File: src/rtl/usb_send_pkt_pre_arb.sv
// Round-robin front-end for the shared USB send-packet engine.
// Inserts a PRE packet plus hub-setup gap ahead of every low-speed non-SOF PID.
module usb_send_pkt_pre_arb #(
  parameter int unsigned NUM_CH  = 2,
  parameter int unsigned PRE_GAP = 4,
  parameter logic [3:0]  PRE_PID = 4'hC,
  parameter logic [3:0]  SOF_PID = 4'h5,
  localparam int unsigned CH_W   = (NUM_CH > 1) ? $clog2(NUM_CH) : 1
) (
  input  logic                clk,
  input  logic                rst,
  input  logic [4*NUM_CH-1:0] req_pid,
  input  logic [NUM_CH-1:0]   req_wen,
  input  logic [NUM_CH-1:0]   req_ls,
  output logic [NUM_CH-1:0]   req_ready,
  output logic [3:0]          pkt_pid,
  output logic                pkt_wen,
  input  logic                pkt_rdy,
  output logic [CH_W-1:0]     grant_ch,
  output logic                busy
);

  typedef enum logic [3:0] {
    S_INIT, S_IDLE, S_WAIT_PRE, S_STB_PRE, S_DRP_PRE, S_DONE_PRE,
    S_GAP, S_WAIT_PKT, S_STB_PKT, S_DRP_PKT, S_DONE_PKT
  } state_t;

  state_t            r_state;
  state_t            w_state_nxt;
  logic [NUM_CH-1:0] r_req_ready;
  logic [3:0]        r_pid [NUM_CH];
  logic [NUM_CH-1:0] r_ls;
  logic [CH_W-1:0]   r_rr_ptr;
  logic [CH_W-1:0]   r_grant;
  logic              r_busy;
  logic [3:0]        r_pkt_pid;
  logic              r_pkt_wen;
  logic [7:0]        r_gap_cnt;

  logic [NUM_CH-1:0] w_pending;
  logic              w_found;
  logic [CH_W-1:0]   w_win;
  logic [CH_W-1:0]   w_rr_nxt;
  logic              w_pre_need;
  logic              w_grant;
  logic              w_release;
  logic              w_done;
  logic              w_gap_load;

  // A channel is pending exactly while its one-deep latch is occupied
  assign w_pending = ~r_req_ready;

  // First pending channel at or after rr_ptr, modulo NUM_CH
  always_comb begin
    w_found = 1'b0;
    w_win   = '0;
    for (int unsigned k = 0; k < NUM_CH; k++) begin
      for (int unsigned i = 0; i < NUM_CH; i++) begin
        if (!w_found && w_pending[i] && ((32'(r_rr_ptr) + k) % NUM_CH == i)) begin
          w_found = 1'b1;
          w_win   = CH_W'(i);
        end
      end
    end
  end

  assign w_rr_nxt   = (32'(w_win) == NUM_CH - 32'd1) ? '0 : CH_W'(32'(w_win) + 32'd1);
  assign w_pre_need = r_ls[w_win] && (r_pid[w_win] != SOF_PID);

  always_ff @(posedge clk) begin
    if (rst) r_state <= S_INIT;
    else     r_state <= w_state_nxt;
  end

  // The pkt_rdy seen in DONE_PRE doubles as the ready check when no gap follows,
  // and the WAIT_PKT cycle counts as the last gap cycle otherwise.
  always_comb begin
    w_state_nxt = r_state;
    w_grant     = 1'b0;
    w_release   = 1'b0;
    w_done      = 1'b0;
    w_gap_load  = 1'b0;
    unique case (r_state)
      S_INIT:     w_state_nxt = S_IDLE;
      S_IDLE: begin
        if (w_found) begin
          w_grant     = 1'b1;
          w_state_nxt = w_pre_need ? S_WAIT_PRE : S_WAIT_PKT;
        end
      end
      S_WAIT_PRE: if (pkt_rdy) w_state_nxt = S_STB_PRE;
      S_STB_PRE:  w_state_nxt = S_DRP_PRE;
      S_DRP_PRE:  w_state_nxt = S_DONE_PRE;
      S_DONE_PRE: begin
        if (pkt_rdy) begin
          if (PRE_GAP == 0)      w_state_nxt = S_STB_PKT;
          else if (PRE_GAP == 1) w_state_nxt = S_WAIT_PKT;
          else begin
            w_state_nxt = S_GAP;
            w_gap_load  = 1'b1;
          end
        end
      end
      S_GAP:      if (r_gap_cnt == 8'd1) w_state_nxt = S_WAIT_PKT;
      S_WAIT_PKT: if (pkt_rdy) w_state_nxt = S_STB_PKT;
      S_STB_PKT:  w_state_nxt = S_DRP_PKT;
      S_DRP_PKT: begin
        w_state_nxt = S_DONE_PKT;
        w_release   = 1'b1;
      end
      S_DONE_PKT: begin
        if (pkt_rdy) begin
          w_state_nxt = S_IDLE;
          w_done      = 1'b1;
        end
      end
      default:    w_state_nxt = S_INIT;
    endcase
  end

  // Registered outputs are decoded from the next state so strobes align with STB_*
  always_ff @(posedge clk) begin
    if (rst) begin
      r_pkt_wen <= 1'b0;
      r_pkt_pid <= 4'h0;
      r_grant   <= '0;
      r_rr_ptr  <= '0;
      r_busy    <= 1'b0;
      r_gap_cnt <= 8'd0;
    end else begin
      r_pkt_wen <= (w_state_nxt == S_STB_PRE) || (w_state_nxt == S_STB_PKT);
      if (w_state_nxt == S_STB_PRE)      r_pkt_pid <= PRE_PID;
      else if (w_state_nxt == S_STB_PKT) r_pkt_pid <= r_pid[r_grant];
      if (w_grant) begin
        r_grant  <= w_win;
        r_rr_ptr <= w_rr_nxt;
        r_busy   <= 1'b1;
      end else if (w_done) begin
        r_busy   <= 1'b0;
      end
      if (w_gap_load)           r_gap_cnt <= 8'(PRE_GAP - 32'd1);
      else if (r_state == S_GAP) r_gap_cnt <= r_gap_cnt - 8'd1;
    end
  end

  // Per-channel one-deep request latch; freed once the real PID has been strobed
  always_ff @(posedge clk) begin
    if (rst) begin
      r_req_ready <= '1;
      r_ls        <= '0;
      for (int unsigned i = 0; i < NUM_CH; i++) r_pid[i] <= 4'h0;
    end else begin
      for (int unsigned i = 0; i < NUM_CH; i++) begin
        if (w_release && (r_grant == CH_W'(i))) begin
          r_req_ready[i] <= 1'b1;
        end else if (req_wen[i] && r_req_ready[i]) begin
          r_req_ready[i] <= 1'b0;
          r_pid[i]       <= req_pid[4*i +: 4];
          r_ls[i]        <= req_ls[i];
        end
      end
    end
  end

  assign req_ready = r_req_ready;
  assign pkt_pid   = r_pkt_pid;
  assign pkt_wen   = r_pkt_wen;
  assign grant_ch  = r_grant;
  assign busy      = r_busy;

endmodule

File: config.mk
export PLATFORM = sky130hd
export DESIGN_NAME = usb_send_pkt_pre_arb
export DESIGN_NICKNAME = d
export VERILOG_FILES = /design/src/rtl/usb_send_pkt_pre_arb.sv
export SDC_FILE = /design/constraint.sdc
export NUM_CORES = 1
export LEC_CHECK = 0
export CAP_MARGIN = 20
export CORE_MARGIN = 2
export CORE_UTILIZATION = 54
export CTS_BUF_LIST = sky130_fd_sc_hd__clkbuf_4 sky130_fd_sc_hd__clkbuf_8
export CTS_CLUSTER_DIAMETER = 120
export CTS_CLUSTER_SIZE = 16
export DETAILED_ROUTE_END_ITERATION = 8
export DONT_BUFFER_PORTS = 1
export PLACE_DENSITY = 0.69
export SYNTH_ARGS = -nofsm -noshare
export SYNTH_HDL_FRONTEND = slang
export SYNTH_SLANG_ARGS = --single-unit
File: constraint.sdc
create_clock -name clk -period 2.6 [get_ports clk]
set_clock_uncertainty 0.15 [all_clocks]
set_input_delay 0.39 -clock clk [delete_from_list [all_inputs] [get_ports clk]]
set_output_delay 0.39 -clock clk [all_outputs]
set_load 0.1 [all_outputs]
==> run summary, run 1 <==
largest net degree at the start of global routing = 16
CP delay by family, top = simple AND/OR/NAND/NOR gates
commonest non-fill, non-tap cells in the layout = 25 x dfxtp_1, 21 x nor2_1, 12 x a21oi_1, 11 x nand2_1, 10 x buf_4
cell-internal power = 0.000956 W
Synth Register Bits = 33
GRT Total Usage = 0.208
critical path cell sequence = and4bb_2, a21oi_1, nor2_1, nor3b_1
max-cap violations = 0
slew margin rel. = 0.655
setup total negative slack = 0 ns
clk slew on worst S/H paths = 0.10 ns
asr flop ratio synth = 0
mapped cell area = 1580 sq um
RSZ-0062 raised after global routing = no
Post-synth EDFFs = 8
Area contributors post-synth = dfxtp_1 32%, edfxtp_1 15%, nor2_1 5.0%
P_leak = 0.632 nW
post-synth top area cell = dfxtp_1
# setup viols final = 0
min-delay worst type = in -> reg
fmax = 499 MHz
WP data arrival = 1.92 ns
Place WS = 0.663 ns
CTS Buf Count = 5
Post-Syn Area per Cell = 9.38 sq um
P_sw = 0.000525 W
Clk pwr share = 0.256
crit path kind = reg -> reg
WP buf/inv = 0
via density per instance = 5.84
layout cells sized above 1 = 0.124
Layout Nets = 194
Sw Ratio = 0.355
Tmin final = 2.00 ns
drt wl/cell = 14.3 um
H-tree depth = 2
1st-pass router iterations = 4
CP max-delay cell = dfxtp_1
routed vias = 1,220
cell row count = 19
yosys warns = 0
status = completed
maximum VDD drop = 0.585 mV
commonest non-fill, non-tap cell in the layout = dfxtp_1
Setup WS post-layout = 0.597 ns
first-pass GRT wire length = 5180 um
initial core utilization = 0.572
grt ovf = 0
IO Port Bufs = 0
Combinational Power Share = 0.283
share of the synthesized area in the top cell type = 0.317
Post-Syn Nets = 185
crit path launch type = flip-flop
worst reg2reg setup slack = 0.60 ns
register area share after synthesis = 0.470
Sink Count = 33
FF/Latch Area = 741 sq um
# diodes = 0
CP required = 2.51 ns
final critical-path share of the clock period = 0.770
sequential power share = 0.462
gpl congestion = 0.870
initial drt markers = 29
DRC = 0
TritonCTS clock tree = done
synthesized instance count = 168
predominant post-synthesis flop cell = dfxtp_1
clk buf depth = 2
DIE WIDTH = 58.0 um
die area = 3370 sq um
Final Max Slew Viols = 0
Final ANT Viol Nets = 0
CP endpoint kind = flip-flop
Max FO, Critical Path = 13
post-CTS sizing = 0
initial antenna violation count = 0
area grow syn2layout = 10.4%
total I/O pin count = 24
Chip Height = 58.0 um
clk root buf = clkbuf_4
Filler cells = 232
multi-input logic area = 757 sq um
Final Hold Fails = 0
Core ar. = 2760 sq um
Pwr Density = 851 nW/um^2
Clock Latency Late Sink = 0.33 ns
number of global-route vias before repair = 1,237
Yosys cell types = 42
Worst path max stage delay = 0.57 ns
hpwl dp = 2130 um
Total Wirelength = 3000 um
Tightest Pin Transition = 0.516 ns
-- power groups by stage --
stage               combinational [W]  clock, W  sequential, W
detailed placement           0.000411         0       0.000691
finish                       0.000419  0.000379       0.000684
floorplan                    0.000284         0       0.000754
global placement             0.000404         0       0.000683
global route                 0.000460  0.000417       0.000695
CTS                          0.000420  0.000389       0.000680
-- metrics by stage --
step / cell area, sq um / utilization / total power (W) / std cells / hold WS, ns
5_1_grt: 1740 / 0.631 / 0.00157 / 209 / 0.0343
4_1_cts: 1730 / 0.627 / 0.00149 / 208 / 0.00646
3_5_place_dp: 1640 / 0.595 / 0.00110 / 199 / 0.314
6_report: 1740 / 0.631 / 0.00148 / 209 / 0.0589
3_3_place_gp: 1640 / 0.595 / 0.00109 / 199 / 0.313
2_1_floorplan: 1580 / - / 0.00104 / 168 / 0.310
-- what timing repair did --
| action | 4_1_cts | 5_1_grt |
|---|---|---|
| setup buffers | 0 | 0 |
| hold buffers | 1 | 1 |
| hold endpoints to repair | 14 | 2 |
-- kinds of logic after synthesis --
kind of cell	Yosys count	share of synthesized area
XOR/XNOR	8	0.0444
AND/OR/NAND/NOR	67	0.244
buffers and inverters	18	0.0500
flip-flops	33	0.470
adder cells (fa/ha/maj)	2	0.0159
multiplexers	6	0.0381
AO/OA/AOI/OAI	34	0.137
-- flip-flops by register name (all words and copies together), names as in the netlist, named ones only --
name and flops:
r_gap_cnt 8, r_ls 2, pkt_wen 1, busy 1, grant_ch 1, req_ready 2, r_state 4, r_pid 8
r_rr_ptr 1, pkt_pid 4
-- cell usage after synthesis, types with 3 or more instances --
master,n
edfxtp_1,8
nand3_1,4
mux2i_1,6
clkbuf_1,4
xor2_1,7
nor3b_1,9
a21oi_1,12
o21ai_0,7
buf_2,3
nor2_1,21
nand4b_1,3
dfxtp_1,25
a211oi_1,4
nand2_1,11
inv_1,8
-- area by class of cell --
| cell class | count | share of cell area |
|---|---|---|
| clock buffers | 6 | 0.0259 |
| clock inverters | 2 | 0.0194 |
| repair buffers | 12 | 0.0546 |
| flip-flops and latches | 33 | 0.426 |
| well taps | 31 | 0.0223 |
| inverters | 8 | 0.0173 |
| multi-input cells | 117 | 0.435 |
-- path summary, 6_finish.rpt --
path | from | end | depth (start not counted)
worst max-delay path | r_state[0] | r_pid[1][3] | 4
worst min-delay path | req_ls[1] | r_ls[1] | 2
worst max register to register | r_state[0] | r_pid[1][3] | 4
worst min register to register | pkt_pid[3] | pkt_pid[3] | 2
-- metal layers --
metal  wire length [um]  share of wire  vias to the layer above  GRT usage
met2               1520           0.51                       33      0.347
met4                 42          0.014                        0     0.0897
met5                  0              0                        -          0
met1               1280           0.43                      563      0.234
met3                151          0.050                        6     0.0848
li1                   -              -                      618          -
No activity file was read; power rests on OpenSTA's default activity.
==> inputs of run 2 (changes only) <==
Settings changed: ABC_AREA set to 1, PLACE_DENSITY 0.69 to 0.72.
Clock period 2.6 ns to 1.8 ns, I/O delays scaled along.
==> run summary, run 2 <==
status = finished, violations left
violated checks = design-rule violations
first-pass GRT wire length = 5390 um (+4.0%)
commonest non-fill, non-tap cells in the layout = 44 x nand2_1, 35 x inv_1, 24 x nor2_1, 22 x dfxtp_1, 15 x nand3_1
maximum VDD drop = 0.653 mV (+12%)
1st-pass router iterations = 6 (+2)
initial drt markers = 70 (+140%)
layout cells sized above 1 = 0.154 (+0.0299)
Synth Register Bits = 33 (unchanged)
CTS Buf Count = 5 (unchanged)
routed vias = 1,412 (+16%)
hold buffers post-CTS = 11 (+10)
TritonCTS clock tree = done
Max FO, Critical Path = 8 (-5)
Final Max Slew Viols = 0 (unchanged)
grt ovf = 0 (unchanged)
Tightest Pin Transition = 0.384 ns (-0.131 ns)
slew margin rel. = 0.743 (+0.0885)
yosys warns = 0 (unchanged)
clk slew on worst S/H paths = 0.10 ns (about the same)
Worst R2R Path Depth = 9 (+5)
WL met2 = 1470 um (-3.5%)
predominant post-synthesis flop cell = dfxtp_1
P_leak = 0.893 nW (+41%)
Setup WS post-layout = 0.174 ns (-0.423 ns)
Clock Latency Late Sink = 0.33 ns (about the same)
total I/O pin count = 24 (unchanged)
mapped cell area = 1630 sq um (+3.6%)
Tmin final = 1.63 ns (-0.377 ns)
largest registers = r_gap_cnt: 8 flops, r_pid: 8 flops
CP endpoint kind = flip-flop
initial core utilization = 0.582 (+0.0104)
H-tree depth = 2 (unchanged)
Chip Height = 59.0 um (+1.7%)
# diodes = 0 (unchanged)
DIE WIDTH = 59.0 um (+1.7%)
reg2reg start = r_state[3]
clk root buf = clkbuf_4
IO Port Bufs = 0 (unchanged)
Layout Nets = 257 (+32%)
setup total negative slack = 0 ns (unchanged)
Post-Syn Area per Cell = 7.59 sq um (-19%)
worst reg2reg setup slack = 0.17 ns (-0.42 ns)
min-delay worst type = in -> reg
metal3 WL = 153 um (+1.3%)
Yosys cell types = 28 (-33%)
hold path cells = 2 (unchanged)
Area contributors post-synth = dfxtp_1 31%, edfxtp_1 15%, nand2_1 10%
uppermost layer routed = met4
gpl congestion = 0.926 (+6.5%)
number of global-route vias before repair = 1,293 (+4.5%)
hpwl dp = 2300 um (+7.7%)
most numerous cell in the Yosys netlist = nand2_1
Post-Syn Nets = 232 (+25%)
final critical-path share of the clock period = 0.903 (+0.133)
cell row count = 19 (unchanged)
Util after Layout = 0.685 (+0.0535)
RSZ-0062 raised after global routing = no
post-CTS setup buffer count = 0 (unchanged)
WHS Endpoint = r_pid[1][2]
commonest cells in the netlist = 44 x nand2_1, 35 x inv_1, 25 x dfxtp_1
Final ANT Viol Nets = 0 (unchanged)
multi-input logic area = 709 sq um (-6.3%)
Filler cells = 226 (-2.6%)
die area = 3480 sq um (+3.3%)
FF/Latch Area = 744 sq um (+0.51%)
largest net degree at the start of global routing = 14 (-2)
synthesized instance count = 215 (+28%)
Final Hold Fails = 0 (unchanged)
WL met1 = 1500 um (+17%)
# setup viols final = 0 (unchanged)
Sink Count = 33 (unchanged)
register area share after synthesis = 0.454 (-0.0162)
via density per instance = 5.19 (-11%)
Pwr Density = 944 nW/um^2 (+11%)
Worst Hold Launch = req_pid[6]
FF-to-FF End = r_pid[1][2]
DRC = 1 (+1)
Total Wirelength = 3180 um (+6.1%)
share of the synthesized area in the top cell type = 0.307 (-0.0109)
WP data arrival = 1.57 ns (-0.35 ns)
fmax = 615 MHz (+23%)
Place WS = 0.207 ns (-0.456 ns)
max-cap violations = 0 (unchanged)
Core ar. = 2810 sq um (+1.7%)
GRT Total Usage = 0.208 (+0.000470)
area grow syn2layout = 17.6%
crit path kind = reg -> reg
clk buf depth = 2 (unchanged)
CP required = 1.75 ns (-0.76 ns)
asr flop ratio synth = 0 (unchanged)
Post-synth EDFFs = 8 (unchanged)
drt wl/cell = 11.7 um (-18%)
post-CTS sizing = 0 (unchanged)
crit path launch type = flip-flop
post-synth top area cell = dfxtp_1
commonest non-fill, non-tap cell in the layout = nand2_1
initial antenna violation count = 0 (unchanged)
## run 2: where the power goes
group | leakage [nW] | switching, W | internal [W] | total, W
Sequential | 0.290 | 0.0000532 | 0.000822 | 0.000875
Clock | 0.0433 | 0.000241 | 0.000304 | 0.000545
Combinational | 0.560 | 0.000267 | 0.000126 | 0.000393
## run 2: worst max-delay path by stage
stage	depth (start not counted)	from	slack [ns]	end
floorplan	5	grant_ch	0.28	r_pid[0][0]
global placement	9	r_state[3]	0.26	r_pid[1][1]
detailed placement	9	r_state[3]	0.21	r_pid[1][2]
CTS	9	r_state[3]	0.21	r_pid[0][3]
global route	9	r_state[3]	0.04	r_pid[0][3]
finish	9	r_state[3]	0.17	r_pid[1][2]
## run 2: layout make-up
type                       count  area share
clock buffer                   6      0.0235
clock inverter                 2      0.0176
inverter                      41      0.0801
multi-input combinational    137       0.369
sequential                    33       0.388
tap                           31      0.0202
timing repair buffer          22       0.102
## run 2: metal layers
layer / up-vias / track usage
met5: - / 0
met4: 0 / 0.0974
met3: 6 / 0.0699
met2: 28 / 0.319
met1: 642 / 0.266
li1: 736 / -
## run 2: cell families after synthesis
logic type,count (synthesis),synth area share
AOI/OAI and AO/OA,31,0.106
xor gates and xnor gates,3,0.0161
adders and majority gates,2,0.0153
buffers and inverters,45,0.112
DFF,33,0.454
muxes,4,0.0261
and+or+nand+nor,97,0.271
## run 2: metrics by stage
step           instance area, sq um  instances  hold slack [ns]  total power [W]
5_1_grt                        1920        272          0.00290          0.00191
6_report                       1920        272           0.0119          0.00181
3_5_place_dp                   1720        252            0.192          0.00126
2_1_floorplan                  1640        215            0.228          0.00120
3_3_place_gp                   1720        252            0.192          0.00125
4_1_cts                        1910        271          0.00120          0.00182
## run 2: critical path: stages, from the launching register on
cell,delay [ns]
dfxtp_1,0.41
inv_2,0.09
nor2_4,0.13
inv_2,0.06
nor2_4,0.11
nand2_1,0.10
nand3_1,0.10
nand2_1,0.08
inv_2,0.12
nor2_1,0.06
==> inputs of run 3 (changes only) <==
Settings changed: ABC_AREA 1 to unset.
==> run summary, run 3 (synthesized netlist as in run 1, its figures left out) <==
Util after Layout = 0.668 (-0.0168)
hpwl dp = 2200 um (-4.0%)
Layout Nets = 204 (-21%)
total I/O pin count = 24 (unchanged)
maximum VDD drop = 0.859 mV (+32%)
slew margin rel. = 0.472 (-0.272)
initial antenna violation count = 0 (unchanged)
area grow syn2layout = 16.8%
Place WS = 0.0197 ns (-0.187 ns)
Worst path max stage delay = 0.59 ns (+0.18 ns)
commonest non-fill, non-tap cells in the layout = 21 x dfxtp_1, 20 x nor2_1, 16 x buf_4, 11 x nand2_1, 11 x a21oi_1
Max FO, Critical Path = 8 (unchanged)
first-pass GRT wire length = 4730 um (-12%)
Combinational Power Share = 0.321 (+0.104)
CP delay by family, top = buffers and inverters
post-route cell area = 1840 sq um (-4.1%)
# diodes = 0 (unchanged)
largest registers = r_gap_cnt: 8 flops, r_pid: 8 flops
Core ar. = 2760 sq um (-1.7%)
initial core utilization = 0.572 (-0.0104)
fmax = 585 MHz (-4.9%)
H-tree depth = 2 (unchanged)
status = completed
WP buf/inv = 2 (-1)
P_sw = 0.000790 W (+41%)
Final Hold Fails = 0 (unchanged)
CP max-delay cell = dlygate4sd3_1
RSZ-0062 raised after global routing = no
GRT Total Usage = 0.187 (-0.0215)
Total Wirelength = 3120 um (-1.9%)
cell-internal power = 0.00142 W (+13%)
1st-pass router iterations = 4 (-2)
Final ANT Viol Nets = 0 (unchanged)
final critical-path share of the clock period = 0.950 (+0.0470)
CP required = 1.93 ns (+0.18 ns)
Sw Ratio = 0.358 (+0.0481)
gpl congestion = 0.860 (-7.1%)
Setup WS post-layout = 0.0892 ns (-0.0846 ns)
commonest non-fill, non-tap cell in the layout = dfxtp_1
Clk pwr share = 0.252 (-0.049)
crit path launch type = flip-flop
largest net degree at the start of global routing = 28 (+14)
die area = 3370 sq um (-3.2%)
crit path kind = reg -> reg
Clock Latency Late Sink = 0.33 ns (about the same)
number of global-route vias before repair = 1,149 (-11%)
IO Port Bufs = 0 (unchanged)
hold slack = 0.0234 ns (+0.0115 ns)
WP data arrival = 1.84 ns (+0.27 ns)
critical path cell sequence = buf_4, nand2_1, nor4_1, dlygate4sd3_1
CP endpoint kind = flip-flop
Tightest Pin Transition = 0.790 ns (+0.405 ns)
layout cells sized above 1 = 0.186 (+0.0326)
clk root buf = clkbuf_4
grt ovf = 0 (unchanged)
# setup viols final = 0 (unchanged)
Tmin final = 1.71 ns (+0.0846 ns)
Final Max Slew Viols = 0 (unchanged)
via density per instance = 5.77 (+11%)
sequential power share = 0.427 (-0.056)
routed vias = 1,263 (-11%)
max-cap violations = 0 (unchanged)
DRC = 0 (-1)
min-delay worst type = in -> reg
Sink Count = 33 (unchanged)
CTS Buf Count = 5 (unchanged)
placed cell area = 1690 sq um (-1.8%)
DIE WIDTH = 58.0 um (-1.6%)
Pwr Density = 1200 nW/um^2 (+27%)
P_leak = 0.682 nW (-24%)
clk buf depth = 2 (unchanged)
drt wl/cell = 14.2 um (+22%)
Chip Height = 58.0 um (-1.6%)
initial drt markers = 41 (-41%)
setup total negative slack = 0 ns (unchanged)
TritonCTS clock tree = done
clk slew on worst S/H paths = 0.11 ns (about the same)
cell row count = 19 (unchanged)
Filler cells = 222 (-1.8%)
-- run 3: worst min-delay path: cells and delay by family --
family,cells,cell delay [ns]
buf+inv,1,0.05
compound gates,2,0.14
-- run 3: metal layers --
| layer | global-route usage | part of all wire | vias to the layer above |
|---|---|---|---|
| met5 | 0 | 0 | - |
| met4 | 0.0664 | 0 | 0 |
| met3 | 0.0670 | 0.042 | 0 |
| met2 | 0.331 | 0.54 | 33 |
| met1 | 0.205 | 0.41 | 595 |
| li1 | - | - | 635 |
-- run 3: power by group through the flow --
stage	clock (W)	sequential [W]	combinational [W]
final	0.000558	0.000942	0.000708
after global routing	0.000598	0.000958	0.000770
after CTS	0.000570	0.000940	0.000690
after detailed placement	0	0.000956	0.000684
after global placement	0	0.000949	0.000673
after floorplan	0	0.00109	0.000410
-- run 3: final cells by class --
class | instances | area [sq um] | share of cell area
tap | 31 | 38.8 | 0.0211
clock inverter | 3 | 46.3 | 0.0251
inverter | 8 | 30.0 | 0.0163
clock buffer | 5 | 37.5 | 0.0204
timing repair buffer | 22 | 180 | 0.0978
sequential | 33 | 746 | 0.405
multi-input combinational | 117 | 763 | 0.414
-- run 3: what timing repair did --
| item | 4_1_cts | 5_1_grt |
|---|---|---|
| resized for setup | 0 | 3 |
| setup buffers | 0 | 0 |
| hold buffers | 1 | 5 |
| endpoints found under the setup margin | 0 | 8 |
| hold endpoints to repair | 24 | 23 |
-- run 3: final timing paths --
kind | from | end | slack (ns) | cells past startpoint
worst max-delay path | r_state[1] | pkt_wen | 0.09 | 4
worst min-delay path | rst | pkt_pid[1] | 0.02 | 3
worst max register to register | r_state[1] | pkt_wen | 0.09 | 4
worst min register to register | busy | busy | 0.35 | 2
-- run 3: per-stage QoR --
step           power [W]  instances
2_1_floorplan    0.00150        168
3_3_place_gp     0.00162        205
3_5_place_dp     0.00164        205
4_1_cts          0.00220        214
5_1_grt          0.00233        219
6_report         0.00221        219
